==> config.mk <==
export PLATFORM = sky130hd
export DESIGN_NAME = seg7_scan_driver_flat
export DESIGN_NICKNAME = d
export VERILOG_FILES = /design/src/rtl/seg7_scan_driver_pkg.sv /design/src/rtl/seg7_scan_driver_if.sv /design/src/rtl/seg7_scan_driver_hex_to_seg7.sv /design/src/rtl/seg7_scan_driver.sv /design/src/flat_wrapper.sv
export SDC_FILE = /design/constraint.sdc
export NUM_CORES = 1
export LEC_CHECK = 0
export BUFFER_PORTS_ARGS = -buffer_cell sky130_fd_sc_hd__buf_4
export CAP_MARGIN = 20
export CORE_AREA = 2 2 108 100
export DETAILED_ROUTE_END_ITERATION = 10
export DIE_AREA = 0 0 110 102
export GPL_TIMING_DRIVEN = 0
export PLACE_DENSITY = 0.69
export SETUP_SLACK_MARGIN = 0.2
export SLEW_MARGIN = 40
export SYNTH_ARGS = -nofsm -noshare
export SYNTH_HDL_FRONTEND = slang
export SYNTH_SLANG_ARGS = --single-unit
==> constraint.sdc <==
create_clock -name clk -period 3.3 [get_ports clk]
set_input_delay 0.165 -clock clk [delete_from_list [all_inputs] [get_ports clk]]
set_output_delay 0.165 -clock clk [all_outputs]
set_load 0.01 [all_outputs]
==> src/rtl/seg7_scan_driver_pkg.sv <==
// Shared constants for the seven-segment scan driver: segment bit positions,
// hex glyphs and default scan/blink timing.
package seg7_scan_driver_pkg;

  localparam int NUM_DIGITS = 8;

  localparam int SEG_A  = 0;
  localparam int SEG_G  = 6;
  localparam int SEG_DP = 7;

  localparam logic [6:0] GLYPH_0 = 7'h3F;
  localparam logic [6:0] GLYPH_1 = 7'h06;
  localparam logic [6:0] GLYPH_2 = 7'h5B;
  localparam logic [6:0] GLYPH_3 = 7'h4F;
  localparam logic [6:0] GLYPH_4 = 7'h66;
  localparam logic [6:0] GLYPH_5 = 7'h6D;
  localparam logic [6:0] GLYPH_6 = 7'h7D;
  localparam logic [6:0] GLYPH_7 = 7'h07;
  localparam logic [6:0] GLYPH_8 = 7'h7F;
  localparam logic [6:0] GLYPH_9 = 7'h6F;
  localparam logic [6:0] GLYPH_A = 7'h77;
  localparam logic [6:0] GLYPH_B = 7'h7C;
  localparam logic [6:0] GLYPH_C = 7'h39;
  localparam logic [6:0] GLYPH_D = 7'h5E;
  localparam logic [6:0] GLYPH_E = 7'h79;
  localparam logic [6:0] GLYPH_F = 7'h71;

  localparam int          DEF_SCAN_WIDTH   = 17;
  localparam logic [16:0] DEF_SCAN_MAX     = 17'd99_999;
  localparam logic [16:0] DEF_DEAD_CYCLES  = 17'd2_000;
  localparam logic [7:0]  DEF_BLINK_FRAMES = 8'd62;

endpackage

==> src/rtl/seg7_scan_driver_if.sv <==
// Display-side bundle: hex value and per-digit masks in, anode/segment pins out.
interface seg7_scan_driver_if;
  logic [31:0] data;
  logic [7:0]  dp_mask;
  logic [7:0]  blank_mask;
  logic [7:0]  blink_mask;
  logic [7:0]  an;
  logic [7:0]  seg;
  logic        frame_start;

  modport master (
    output data, dp_mask, blank_mask, blink_mask,
    input  an, seg, frame_start
  );

  modport slave (
    input  data, dp_mask, blank_mask, blink_mask,
    output an, seg, frame_start
  );
endinterface

==> src/rtl/seg7_scan_driver_hex_to_seg7.sv <==
// Combinational 4-bit to seven-segment glyph ROM (seg[0]=a .. seg[6]=g).
module seg7_scan_driver_hex_to_seg7
  import seg7_scan_driver_pkg::*;
(
  input  logic [3:0] nibble,
  output logic [6:0] glyph
);

  always_comb begin
    glyph = GLYPH_0;
    case (nibble)
      4'h0: glyph = GLYPH_0;
      4'h1: glyph = GLYPH_1;
      4'h2: glyph = GLYPH_2;
      4'h3: glyph = GLYPH_3;
      4'h4: glyph = GLYPH_4;
      4'h5: glyph = GLYPH_5;
      4'h6: glyph = GLYPH_6;
      4'h7: glyph = GLYPH_7;
      4'h8: glyph = GLYPH_8;
      4'h9: glyph = GLYPH_9;
      4'hA: glyph = GLYPH_A;
      4'hB: glyph = GLYPH_B;
      4'hC: glyph = GLYPH_C;
      4'hD: glyph = GLYPH_D;
      4'hE: glyph = GLYPH_E;
      4'hF: glyph = GLYPH_F;
      default: glyph = GLYPH_0;
    endcase
  end

endmodule

==> src/rtl/seg7_scan_driver.sv <==
// 8-digit multiplexed seven-segment driver with dead-time, blinking and frame snapshots.
// Define SEG7_LZ_BLANK_EN to enable leading-zero suppression.
module seg7_scan_driver
  import seg7_scan_driver_pkg::*;
#(
  parameter int                     SCAN_WIDTH   = DEF_SCAN_WIDTH,
  parameter logic [SCAN_WIDTH-1:0]  SCAN_MAX     = DEF_SCAN_MAX,
  parameter logic [SCAN_WIDTH-1:0]  DEAD_CYCLES  = DEF_DEAD_CYCLES,
  parameter logic [7:0]             BLINK_FRAMES = DEF_BLINK_FRAMES
) (
  input  logic               clk,
  input  logic               rst,
  seg7_scan_driver_if.slave  bus
);

  logic [SCAN_WIDTH-1:0] scan_cnt_q, scan_cnt_d;
  logic [2:0]            idx_q, idx_d;
  logic [7:0]            blink_cnt_q, blink_cnt_d;
  logic                  blink_phase_q, blink_phase_d;
  logic                  primed_q, primed_d;
  logic [31:0]           snap_data_q, snap_data_d;
  logic [7:0]            snap_dp_q, snap_dp_d;
  logic [7:0]            snap_blank_q, snap_blank_d;
  logic [7:0]            snap_blink_q, snap_blink_d;
  logic [7:0]            an_q, an_d;
  logic [7:0]            seg_q, seg_d;
  logic                  frame_start_q, frame_start_d;

  logic                  tick, wrap, load;
  logic                  dig_dark, dp_bit;
  logic [3:0]            cur_nibble;
  logic [6:0]            glyph, glyph_shown;
`ifdef SEG7_LZ_BLANK_EN
  logic [7:0]            lz_sup;
  logic                  zero_run;
`endif

  assign cur_nibble = snap_data_q[{idx_q, 2'b00} +: 4];

  seg7_scan_driver_hex_to_seg7 u_hex (
    .nibble (cur_nibble),
    .glyph  (glyph)
  );

  always_comb begin
    tick          = (scan_cnt_q == SCAN_MAX);
    wrap          = tick && (idx_q == 3'd7);
    scan_cnt_d    = tick ? '0 : scan_cnt_q + SCAN_WIDTH'(1);
    idx_d         = tick ? idx_q + 3'd1 : idx_q;
    frame_start_d = wrap;
    primed_d      = 1'b1;

    // Inputs are only sampled at frame boundaries so a frame never tears.
    load         = wrap || !primed_q;
    snap_data_d  = load ? bus.data       : snap_data_q;
    snap_dp_d    = load ? bus.dp_mask    : snap_dp_q;
    snap_blank_d = load ? bus.blank_mask : snap_blank_q;
    snap_blink_d = load ? bus.blink_mask : snap_blink_q;

    blink_cnt_d   = blink_cnt_q;
    blink_phase_d = blink_phase_q;
    if (wrap) begin
      if (blink_cnt_q == BLINK_FRAMES - 8'd1) begin
        blink_cnt_d   = '0;
        blink_phase_d = ~blink_phase_q;
      end else begin
        blink_cnt_d = blink_cnt_q + 8'd1;
      end
    end

    dig_dark    = snap_blank_q[idx_q] | (snap_blink_q[idx_q] & blink_phase_q);
    dp_bit      = snap_dp_q[idx_q];
    glyph_shown = glyph;

`ifdef SEG7_LZ_BLANK_EN
    // A digit is a leading zero when it and every digit above it are zero; digit 0 always shows.
    zero_run  = 1'b1;
    lz_sup    = '0;
    for (int i = 7; i >= 1; i--) begin
      zero_run  = zero_run & (snap_data_q[4*i +: 4] == 4'h0);
      lz_sup[i] = zero_run;
    end
    if (lz_sup[idx_q]) begin
      glyph_shown = '0;
      if (!dp_bit) dig_dark = 1'b1;
    end
`endif

    an_d  = '0;
    seg_d = '0;
    if ((scan_cnt_q >= DEAD_CYCLES) && !dig_dark) begin
      an_d                = 8'd1 << idx_q;
      seg_d[SEG_DP]       = dp_bit;
      seg_d[SEG_G:SEG_A]  = glyph_shown;
    end
  end

  always_ff @(posedge clk) begin
    if (!rst) begin
      scan_cnt_q    <= '0;
      idx_q         <= '0;
      blink_cnt_q   <= '0;
      blink_phase_q <= 1'b0;
      primed_q      <= 1'b0;
      snap_data_q   <= '0;
      snap_dp_q     <= '0;
      snap_blank_q  <= '0;
      snap_blink_q  <= '0;
      an_q          <= '0;
      seg_q         <= '0;
      frame_start_q <= 1'b0;
    end else begin
      scan_cnt_q    <= scan_cnt_d;
      idx_q         <= idx_d;
      blink_cnt_q   <= blink_cnt_d;
      blink_phase_q <= blink_phase_d;
      primed_q      <= primed_d;
      snap_data_q   <= snap_data_d;
      snap_dp_q     <= snap_dp_d;
      snap_blank_q  <= snap_blank_d;
      snap_blink_q  <= snap_blink_d;
      an_q          <= an_d;
      seg_q         <= seg_d;
      frame_start_q <= frame_start_d;
    end
  end

  assign bus.an          = an_q;
  assign bus.seg         = seg_q;
  assign bus.frame_start = frame_start_q;

endmodule

==> src/flat_wrapper.sv <==
// flat-port wrapper written by rule: the top's interface ports become plain ports
module seg7_scan_driver_flat import seg7_scan_driver_pkg::*;
#(
  parameter int                     SCAN_WIDTH   = DEF_SCAN_WIDTH,
  parameter logic [SCAN_WIDTH-1:0]  SCAN_MAX     = DEF_SCAN_MAX,
  parameter logic [SCAN_WIDTH-1:0]  DEAD_CYCLES  = DEF_DEAD_CYCLES,
  parameter logic [7:0]             BLINK_FRAMES = DEF_BLINK_FRAMES
)
  (clk, rst, bus_data, bus_dp_mask, bus_blank_mask, bus_blink_mask, bus_an, bus_seg, bus_frame_start);
  seg7_scan_driver_if bus_i ();
  input  logic clk;
  input  logic rst;
  input wire logic [$bits(bus_i.data)-1:0] bus_data;
  input wire logic [$bits(bus_i.dp_mask)-1:0] bus_dp_mask;
  input wire logic [$bits(bus_i.blank_mask)-1:0] bus_blank_mask;
  input wire logic [$bits(bus_i.blink_mask)-1:0] bus_blink_mask;
  output wire logic [$bits(bus_i.an)-1:0] bus_an;
  output wire logic [$bits(bus_i.seg)-1:0] bus_seg;
  output wire logic [$bits(bus_i.frame_start)-1:0] bus_frame_start;
  assign bus_i.data = bus_data;
  assign bus_i.dp_mask = bus_dp_mask;
  assign bus_i.blank_mask = bus_blank_mask;
  assign bus_i.blink_mask = bus_blink_mask;
  assign bus_an = bus_i.an;
  assign bus_seg = bus_i.seg;
  assign bus_frame_start = bus_i.frame_start;
  seg7_scan_driver #(.SCAN_WIDTH(SCAN_WIDTH), .SCAN_MAX(SCAN_MAX), .DEAD_CYCLES(DEAD_CYCLES), .BLINK_FRAMES(BLINK_FRAMES)) u_core (.clk(clk), .rst(rst), .bus(bus_i));
endmodule
After elaboration in Yosys (flattened, before gate mapping)
Memories as Yosys holds them, arrays and structs flattened. A register that Yosys moved wholly into a read port is not among the register bits.
Cells that the tools add are included.
{ "totals": {"reg_bits": 103, "rom_bits": 112, "in_bits": 58, "output_inout_bits": 17, "word_cells": 44, "memories": 1} }
{ "mem_list": {"columns": ["memory", "words", "word_bits", "rd", "rd_ports_with_merged_regs", "wr", "line_no", "rtl"], "rows": [
  ["(name not given)", 16, 7, 1, 1, 0, "seg7_scan_driver_hex_to_seg7.sv:11", "case (nibble)"]
]} }
{ "op_classes": {"addsub": 3, "magnitude_cmp": 2, "eq_ne": 3, "shift": 2, "mux": 8, "bitwise": 4, "n_reduce_logical": 9} }
{ "ops": {"columns": ["op", "n"], "rows": [
  ["$shiftx 32x6->4", 1],
  ["$add 17x1->17 const B", 1],
  ["$eq 17x17->1 const B", 1],
  ["$ge 17x11->1 const B", 1],
  ["$bmux 1 s3", 3],
  ["$add 8x1->8 const B", 1],
  ["$eq 8x6->1 const B", 1],
  ["$mux 8", 1],
  ["$shl 1x3->8 const A", 1],
  ["$lt 3x4->1 const B", 1],
  ["$mux 1", 4],
  ["$reduce_and 2->1", 2],
  ["$add 3x1->3 const B", 1],
  ["$eq 3x3->1 const B", 1],
  ["$logic_not 1->1", 3],
  ["$logic_and 1x1->1", 2],
  ["$not 1->1", 2],
  ["$reduce_or 2->1", 1],
  ["$and 1x1->1", 1],
  ["$logic_or 1x1->1", 1],
  ["$or 1x1->1", 1]
]} }

Logic depth before layout (Yosys ltp)
Gate-level depths: netlist of run 1.
{ "logic_depth": {"word_depth": 8, "mapped_depth": 9} }

By module
A second synthesis of run 1 with hierarchy kept.
{ "unflattened": {"cells_unflattened": 764, "hier_area_um2": 6332.3} }
{ "modules_own_cells": {"columns": ["mod", "instances", "cells_per_inst", "area_each_um2", "seq_area_each_um2"], "rows": [
  ["seg7_scan_driver", 1, 731, 6043.3, 2062.0],
  ["seg7_scan_driver_hex_to_seg7", 1, 33, 289.0, 0.0]
]} }

Worst setup path before layout of run 1
No wires, ideal clock.
{ "synth_path": {"path_kind": "register -> register", "startpoint": "register u_core.idx_q[0]", "endpoint": "register u_core.seg_q[0] (netlist: u_core.bus.seg[0])", "setup_ns": 0.065, "arrival_time_ns": 2.448, "required_time_ns": 3.235, "slack_ns": 0.787, "stages_incl_launch_ff": 10, "period_less_slack_ns": 2.513, "path_cell_list": "dfxtp_1 -> buf_2 -> buf_4 -> mux4_2 -> mux2i_1 -> inv_1 -> ha_1 -> or3_1 -> o221a_2 -> nor2_1"} }
{ "synth_between": {"elab_chain_len": 8, "word_cells_on_any_way": 11, "classes_between": "shift: 1; mux: 4; bitwise: 2; reduce/logical: 4"} }
{ "synth_lines": {"columns": ["element", "line_no", "rtl"], "rows": [
  ["from (decl)", "seg7_scan_driver.sv:17", "logic [2:0] idx_q, idx_d;"],
  ["from (signal assigned)", "seg7_scan_driver.sv:114", "idx_q <= idx_d;"],
  ["$bmux 1 s3", "seg7_scan_driver.sv:71", "dig_dark = snap_blank_q[idx_q] | (snap_blink_q[idx_q] & blink_phase_q);"],
  ["$mux 1 (implied by the code)", "seg7_scan_driver.sv:71", null],
  ["$and 1x1->1", "seg7_scan_driver.sv:71", null],
  ["$or 1x1->1", "seg7_scan_driver.sv:71", null],
  ["$logic_not 1->1", "seg7_scan_driver.sv:91", "if ((scan_cnt_q >= DEAD_CYCLES) && !dig_dark) begin"],
  ["$logic_and 1x1->1", "seg7_scan_driver.sv:91", null],
  ["$reduce_and 2->1 (no line)", null, null],
  ["$logic_not 1->1 (no line)", null, null],
  ["to (decl)", "seg7_scan_driver.sv:26", "logic [7:0] seg_q, seg_d;"]
]} }
Several ways; a longest one is shown, not always the timed one. The select of a mux whose other input is x is not followed.
A chain may end at the register's enable or synchronous reset.

Worst setup path in the final report of run 1
Same ends and word-level chain as after synthesis.

==> results of run 1 <==
## kinds of logic after synthesis
logic type / after synthesis / synth area share
and+or+nand+nor: 215 / 0.214
xor gates and xnor gates: 23 / 0.0451
muxes: 21 / 0.0894
AOI/OAI and AO/OA: 81 / 0.100
adders and majority gates: 16 / 0.0448
buffers and inverters: 42 / 0.0446
DFF: 103 / 0.462
## layer usage
metal / part of all wire / vias to the layer above / wire [µm]
met1: 0.46 / 1724 / 4670
met2: 0.47 / 106 / 4730
met5: 0 / - / 0
met3: 0.057 / 8 / 569
li1: - / 1856 / -
met4: 0.0081 / 0 / 81
## stage by stage
stage               total power, mW  setup WS (ps)  std cells  utilization
finish                         2.27            440        721        0.537
global route                   2.37            216        721        0.537
CTS                            2.29            343        721        0.536
detailed placement             1.54            377        704        0.517
global placement               1.53            464        704        0.517
floorplan                      1.44            787        501            -
## power by group through the flow
| stage | Combinational (mW) | Clock, mW | Sequential [mW] |
|---|---|---|---|
| after floorplan | 0.114 | 0 | 1.33 |
| after global placement | 0.197 | 0 | 1.33 |
| after detailed placement | 0.202 | 0 | 1.33 |
| after CTS | 0.204 | 0.783 | 1.30 |
| after global routing | 0.228 | 0.833 | 1.31 |
| final | 0.204 | 0.763 | 1.30 |
## flip-flops by register name, summed over array words and instances (netlist names), 3 cells and up
signal	cells
u_core.bus.seg	8
u_core.scan_cnt_q	17
u_core.snap_blank_q	8
u_core.bus.an	8
u_core.idx_q	3
u_core.snap_data_q	32
u_core.blink_cnt_q	8
u_core.snap_dp_q	8
u_core.snap_blink_q	8
## cell usage after synthesis (2+ instances only)
library cell / instances
a211oi_1: 3
a21oi_1: 63
a221oi_1: 3
a311oi_1: 2
and2_1: 2
and3_1: 5
and4_1: 2
buf_2: 10
buf_6: 2
clkbuf_1: 15
dfxtp_1: 103
ha_1: 16
inv_1: 11
mux2i_1: 5
mux4_2: 14
nand2_1: 129
nand3_1: 11
nand4_1: 8
nor2_1: 40
nor3_1: 4
nor3b_1: 4
o21ai_0: 5
or4_1: 2
xnor2_1: 11
xor2_1: 12
## cell type report
cell class	instances	area, µm²
plain buffers	30	155
clock inverters	7	63.8
multi-input cells	356	2210
well taps	129	161
fillers	907	4640
clock buffers	9	124
inverters	12	45.0
repair buffers	75	566
flip-flops and latches	103	2060
## worst min-delay path by stage
stage | start | endpoint
final | bus_data[12] | u_core.snap_data_q[12]$_SDFFE_PN0P_
after CTS | bus_dp_mask[0] | u_core.snap_dp_q[0]$_SDFFE_PN0P_
after global placement | rst | u_core.primed_q$_DFF_P_
after detailed placement | rst | u_core.primed_q$_DFF_P_
after global routing | bus_data[29] | u_core.snap_data_q[29]$_SDFFE_PN0P_
after floorplan | rst | u_core.primed_q$_DFF_P_
## worst max-delay path, cell delays in order (launching register included)
cell and delay, ps:
dfxtp_1 380, buf_2 230, buf_4 280, mux4_2 590
mux2i_2 310, inv_1 150, ha_1 250, or3_1 370
o221a_2 130, nor2_1 90
## repair_timing
action,CTS,global route
resized for setup,0,3
endpoints found under the setup margin,0,3
endpoints found under the hold margin,1,0
hold buffers,1,0
==> impl_metrics.env, run 1 <==
export IMPL_status="complete, no violations"
export IMPL_dr_first_iter_drc_count=222
export IMPL_total_leakage_power_nw=2.16
export IMPL_clock_root_buffer="clkbuf_8"
export IMPL_stdcell_area_um2=5380
export IMPL_totalWireLength_um=10000
export IMPL_tns_ps=0
export IMPL_synth_top_area_share=0.462
export IMPL_grtUsageMet3=0.0453
export IMPL_netSwitchingFraction=0.262
export IMPL_htreeDepth=3
export IMPL_grt_overflow=0
export IMPL_timing_rr_start="u_core.idx_q[0]$_SDFFE_PN0P_"
export IMPL_slew_limit_headroom=0.613
export IMPL_grt_usage=0.186
export IMPL_dpl_hpwl_um=7310
export IMPL_nNetsFinal=661
export IMPL_chipHeight_um=102
export IMPL_avgSynthCellArea_um2=8.91
export IMPL_hold_violations=0
export IMPL_portBuffers=74
export IMPL_grt_max_degree=20
export IMPL_yosysTopAreaCell="dfxtp_1"
export IMPL_core_um2=10000
export IMPL_p_int_mw=1.68
export IMPL_cp_required_ps=3600
export IMPL_antennaDiodeCount=0
export IMPL_use_met2=0.295
export IMPL_grt_pass1_wl_um=16100
export IMPL_r2r_end="u_core.bus.seg[0]$_SDFF_PN0_"
export IMPL_ys_ff_latch=103
export IMPL_ys_flop_type="dfxtp_1"
export IMPL_p_comb_frac=0.090
export IMPL_ys_top_cells_by_area="dfxtp_1 46%, nand2_1 11%, a21oi_1 7.1%, mux4_2 7.1%, ha_1 4.5%"
export IMPL_reg2reg_slack_ps=440
export IMPL_worstSetupEndpointType="flop"
export IMPL_clock_power_share=0.336
export IMPL_cts_tree="yes"
export IMPL_first_pass_iters=5
export IMPL_slew_viol_final=0
export IMPL_worstSetupPathType="reg -> reg"
export IMPL_met1_usage=0.256
export IMPL_placed_area_um2=5180
export IMPL_die_area_um2=11200
export IMPL_p_per_area_nw_per_um2=422
export IMPL_post_cts_buffers=0
export IMPL_final_cell_mix="129 x nand2_1, 103 x dfxtp_1, 75 x buf_4"
export IMPL_drc=0
export IMPL_period_share=0.867
export IMPL_ys_warnings_count=0
export IMPL_timing_hold_ws_ps=29.7
export IMPL_synth_cell_types=44
export IMPL_synthCells=501
export IMPL_cts_sink_count=103
export IMPL_arrival_ps=3160
export IMPL_ir_drop_mv=0.237
export IMPL_grt_busiest_layer="met2"
export IMPL_p_sw_mw=0.595
export IMPL_min_period_ps=2860
export IMPL_ant_nets=0
export IMPL_worstSetupEndpoint="u_core.bus.seg[0]$_SDFF_PN0_"
export IMPL_netlist_area_um2=4460
export IMPL_fin_skew_ps=13.1
export IMPL_clk_latency_ps=370
export IMPL_final_common_cell="nand2_1"
export IMPL_clockBufferDepth=2
export IMPL_r2r_cells=9
export IMPL_cp_max_fo=10
export IMPL_critPathLaunch="u_core.idx_q[0]$_SDFFE_PN0P_"
export IMPL_grt_pass1_vias=3343
export IMPL_synth_edff_count=0
export IMPL_via_count=3694
export IMPL_antenna_found_initial=0
export IMPL_gp_congestion=0.802
export IMPL_hold_depth=3
export IMPL_wl_per_cell_um=13.9
export IMPL_vias_per_cell=5.12
export IMPL_cts_buffers=9
export IMPL_die_x_um=110
export IMPL_start_util=0.445
export IMPL_synth_nets=575
export IMPL_rows=35
export IMPL_startpoint_type="flop"
export IMPL_clk_pin_slew_ps=110
export IMPL_hp_class="in -> reg"
export IMPL_max_freq_mhz=350
export IMPL_async_flop_share=0
export IMPL_layout_drive_gt1_share=0.220
export IMPL_setup_violations=0
export IMPL_synthToLayoutAreaGrowth_pct=20.6
export IMPL_rsz0062_at_grt="no"
export IMPL_worstMarginPinSlew_ps=565
export IMPL_max_cap_viol_count=0
export IMPL_seq_power_share=0.574
export IMPL_io_pins=75
export IMPL_synth_seq_area_share=0.462
(Power assumes the default switching activity.)
==> run 2, diff against run 1 <==
--- a/config.mk
+++ b/config.mk
@@ -11,7 +11,7 @@
 export DETAILED_ROUTE_END_ITERATION = 10
 export DIE_AREA = 0 0 110 102
 export GPL_TIMING_DRIVEN = 0
-export PLACE_DENSITY = 0.69
+export PLACE_DENSITY = 0.72
 export SETUP_SLACK_MARGIN = 0.2
 export SLEW_MARGIN = 40
 export SYNTH_ARGS = -nofsm -noshare
==> constraint.sdc (replaced) <==
create_clock -name clk -period 2.5 [get_ports clk]
set_input_delay 0.125 -clock clk [delete_from_list [all_inputs] [get_ports clk]]
set_output_delay 0.125 -clock clk [all_outputs]
set_load 0.01 [all_outputs]
==> impl_metrics.env, run 2 (synthesis gave the netlist of run 1 again) <==
export IMPL_rows=35
export IMPL_clock_root_buffer="clkbuf_8"
export IMPL_rsz0062_at_grt="no"
export IMPL_first_pass_iters=4
export IMPL_worstSetupPathType="reg -> reg"
export IMPL_startpoint_type="flop"
export IMPL_worstSetupEndpointType="flop"
export IMPL_clock_power_share=0.361
export IMPL_netSwitchingFraction=0.233
export IMPL_critPathLaunch="u_core.idx_q[0]$_SDFFE_PN0P_"
export IMPL_clockBufferDepth=2
export IMPL_cp_max_fo=8
export IMPL_max_cap_viol_count=0
export IMPL_start_util=0.445
export IMPL_stdcell_area_um2=6160
export IMPL_grt_max_degree=18
export IMPL_hp_class="in -> reg"
export IMPL_fin_ws_ps=263
export IMPL_total_power_mw=3.23
export IMPL_totalWireLength_um=10800
export IMPL_largest_register_ffs=32
export IMPL_reg2reg_slack_ps=260
export IMPL_ant_nets=0
export IMPL_placed_area_um2=5220
export IMPL_ir_drop_mv=0.314
export IMPL_dpl_cell_count=704
export IMPL_r2r_cells=9
export IMPL_timing_rr_start="u_core.idx_q[0]$_SDFFE_PN0P_"
export IMPL_hold_violations=0
export IMPL_portBuffers=74
export IMPL_place_worst_setup_slack_ps=-49.6
export IMPL_max_freq_mhz=447
export IMPL_die_area_um2=11200
export IMPL_grt_pass1_wl_um=17100
export IMPL_period_share=0.895
export IMPL_cp_required_ps=2810
export IMPL_p_int_mw=2.48
export IMPL_gp_congestion=0.793
export IMPL_chipHeight_um=102
export IMPL_worstMarginPinSlew_ps=540
export IMPL_core_um2=10000
export IMPL_clk_latency_ps=370
export IMPL_largest_register="u_core.snap_data_q"
export IMPL_nFillCells=808
export IMPL_grt_usage=0.197
export IMPL_cts_sink_count=103
export IMPL_synthToLayoutAreaGrowth_pct=37.9
export IMPL_wl_per_cell_um=13.8
export IMPL_p_per_area_nw_per_um2=525
export IMPL_die_x_um=110
export IMPL_fin_skew_ps=12.3
export IMPL_timing_hold_ws_ps=20.0
export IMPL_drc=0
export IMPL_final_cell_mix="129 x nand2_1, 100 x dfxtp_1, 88 x buf_4"
export IMPL_total_leakage_power_nw=2.48
export IMPL_grt_overflow=0
export IMPL_antenna_found_initial=0
export IMPL_htreeDepth=3
export IMPL_reg_largest_list="u_core.snap_data_q: 32 flops, u_core.scan_cnt_q: 17 flops"
export IMPL_dr_first_iter_drc_count=174
export IMPL_p_comb_frac=0.106
export IMPL_final_common_cell="nand2_1"
export IMPL_layout_drive_gt1_share=0.249
export IMPL_setup_violations=0
export IMPL_cts_tree="yes"
export IMPL_slew_limit_headroom=0.640
export IMPL_worstSetupEndpoint="u_core.bus.seg[0]$_SDFF_PN0_"
export IMPL_arrival_ps=2550
export IMPL_grt_pass1_vias=3768
export IMPL_dpl_hpwl_um=7160
export IMPL_r2r_end="u_core.bus.seg[0]$_SDFF_PN0_"
export IMPL_min_period_ps=2240
export IMPL_clk_pin_slew_ps=100
export IMPL_slew_viol_final=0
export IMPL_vias_per_cell=5.01
export IMPL_cts_buffers=9
export IMPL_via_count=3922
export IMPL_antennaDiodeCount=0
export IMPL_seq_power_share=0.533
export IMPL_nNetsFinal=723
export IMPL_status="complete, no violations"
export IMPL_io_pins=75
export IMPL_stdcell_count=783
export IMPL_p_sw_mw=0.752
==> run 2: cell types whose count changed in the layout (fill, tap and decap cells not counted), sizes merged <==
| cell | change |
|---|---|
| dlygate4sd3 | +48 |
| clkinv | -1 |
| inv | -3 |
| bufinv | +2 |
| clkinvlp | +1 |
| buf | +16 |
| clkbuf | -1 |
==> run 2: cell type report <==
class,instances,area (µm²),area share
flip-flops and latches,103,2070,0.335
inverters,12,45.0,0.00731
clock inverters,6,90.1,0.0146
multi-input cells,356,2280,0.370
repair buffers,137,1160,0.189
plain buffers,30,213,0.0345
well taps,129,161,0.0262
clock buffers,10,138,0.0223
==> run 2: metrics by stage <==
step,TNS (ps),utilization
after floorplan,0,-
after global placement,-40.4,0.521
after detailed placement,-49.6,0.521
after CTS,0,0.600
after global routing,0,0.614
final,0,0.614
==> run 2: worst min-delay path by stage <==
stage / startpoint / endpoint / slack, ps / cells past startpoint
3_5_place_dp: rst / u_core.primed_q$_DFF_P_ / 300 / 1
2_1_floorplan: rst / u_core.primed_q$_DFF_P_ / 150 / 0
6_report: bus_blink_mask[7] / u_core.snap_blink_q[7]$_SDFFE_PN0P_ / 20 / 3
5_1_grt: bus_blink_mask[7] / u_core.snap_blink_q[7]$_SDFFE_PN0P_ / 6 / 3
3_3_place_gp: rst / u_core.primed_q$_DFF_P_ / 300 / 1
4_1_cts: bus_blink_mask[7] / u_core.snap_blink_q[7]$_SDFFE_PN0P_ / 2 / 3
==> run 2: critical path, stage by stage, from the launching register on <==
cell	delay [ps]
dfxtp_2	370
buf_6	120
buf_12	130
mux4_2	550
mux2i_4	180
inv_2	90
ha_4	170
or3_1	360
o221a_2	130
nor2_1	70
==> run 2: power by group through the flow <==
stage	Clock (mW)	Combinational [mW]	Sequential [mW]
final	1.17	0.344	1.72
after global routing	1.26	0.376	1.73
after CTS	1.20	0.333	1.72
after detailed placement	0	0.267	1.76
after global placement	0	0.261	1.76
after floorplan	0	0.155	1.75
==> run 2: repair_timing <==
item	CTS	global route
pin swaps	1	2
hold buffers	48	1
endpoints found under the setup margin	55	61
buffers inserted	5	8
gates resized for setup	16	28
endpoints found under the hold margin	48	1
cloned	0	1
==> run 2: layer usage <==
metal / vias to the layer above / routed length, µm / track usage
li1: 1987 / - / -
met1: 1812 / 4720 / 0.247
met2: 111 / 5340 / 0.328
met3: 12 / 622 / 0.0529
met4: 0 / 126 / 0.0672
met5: - / 0 / 0
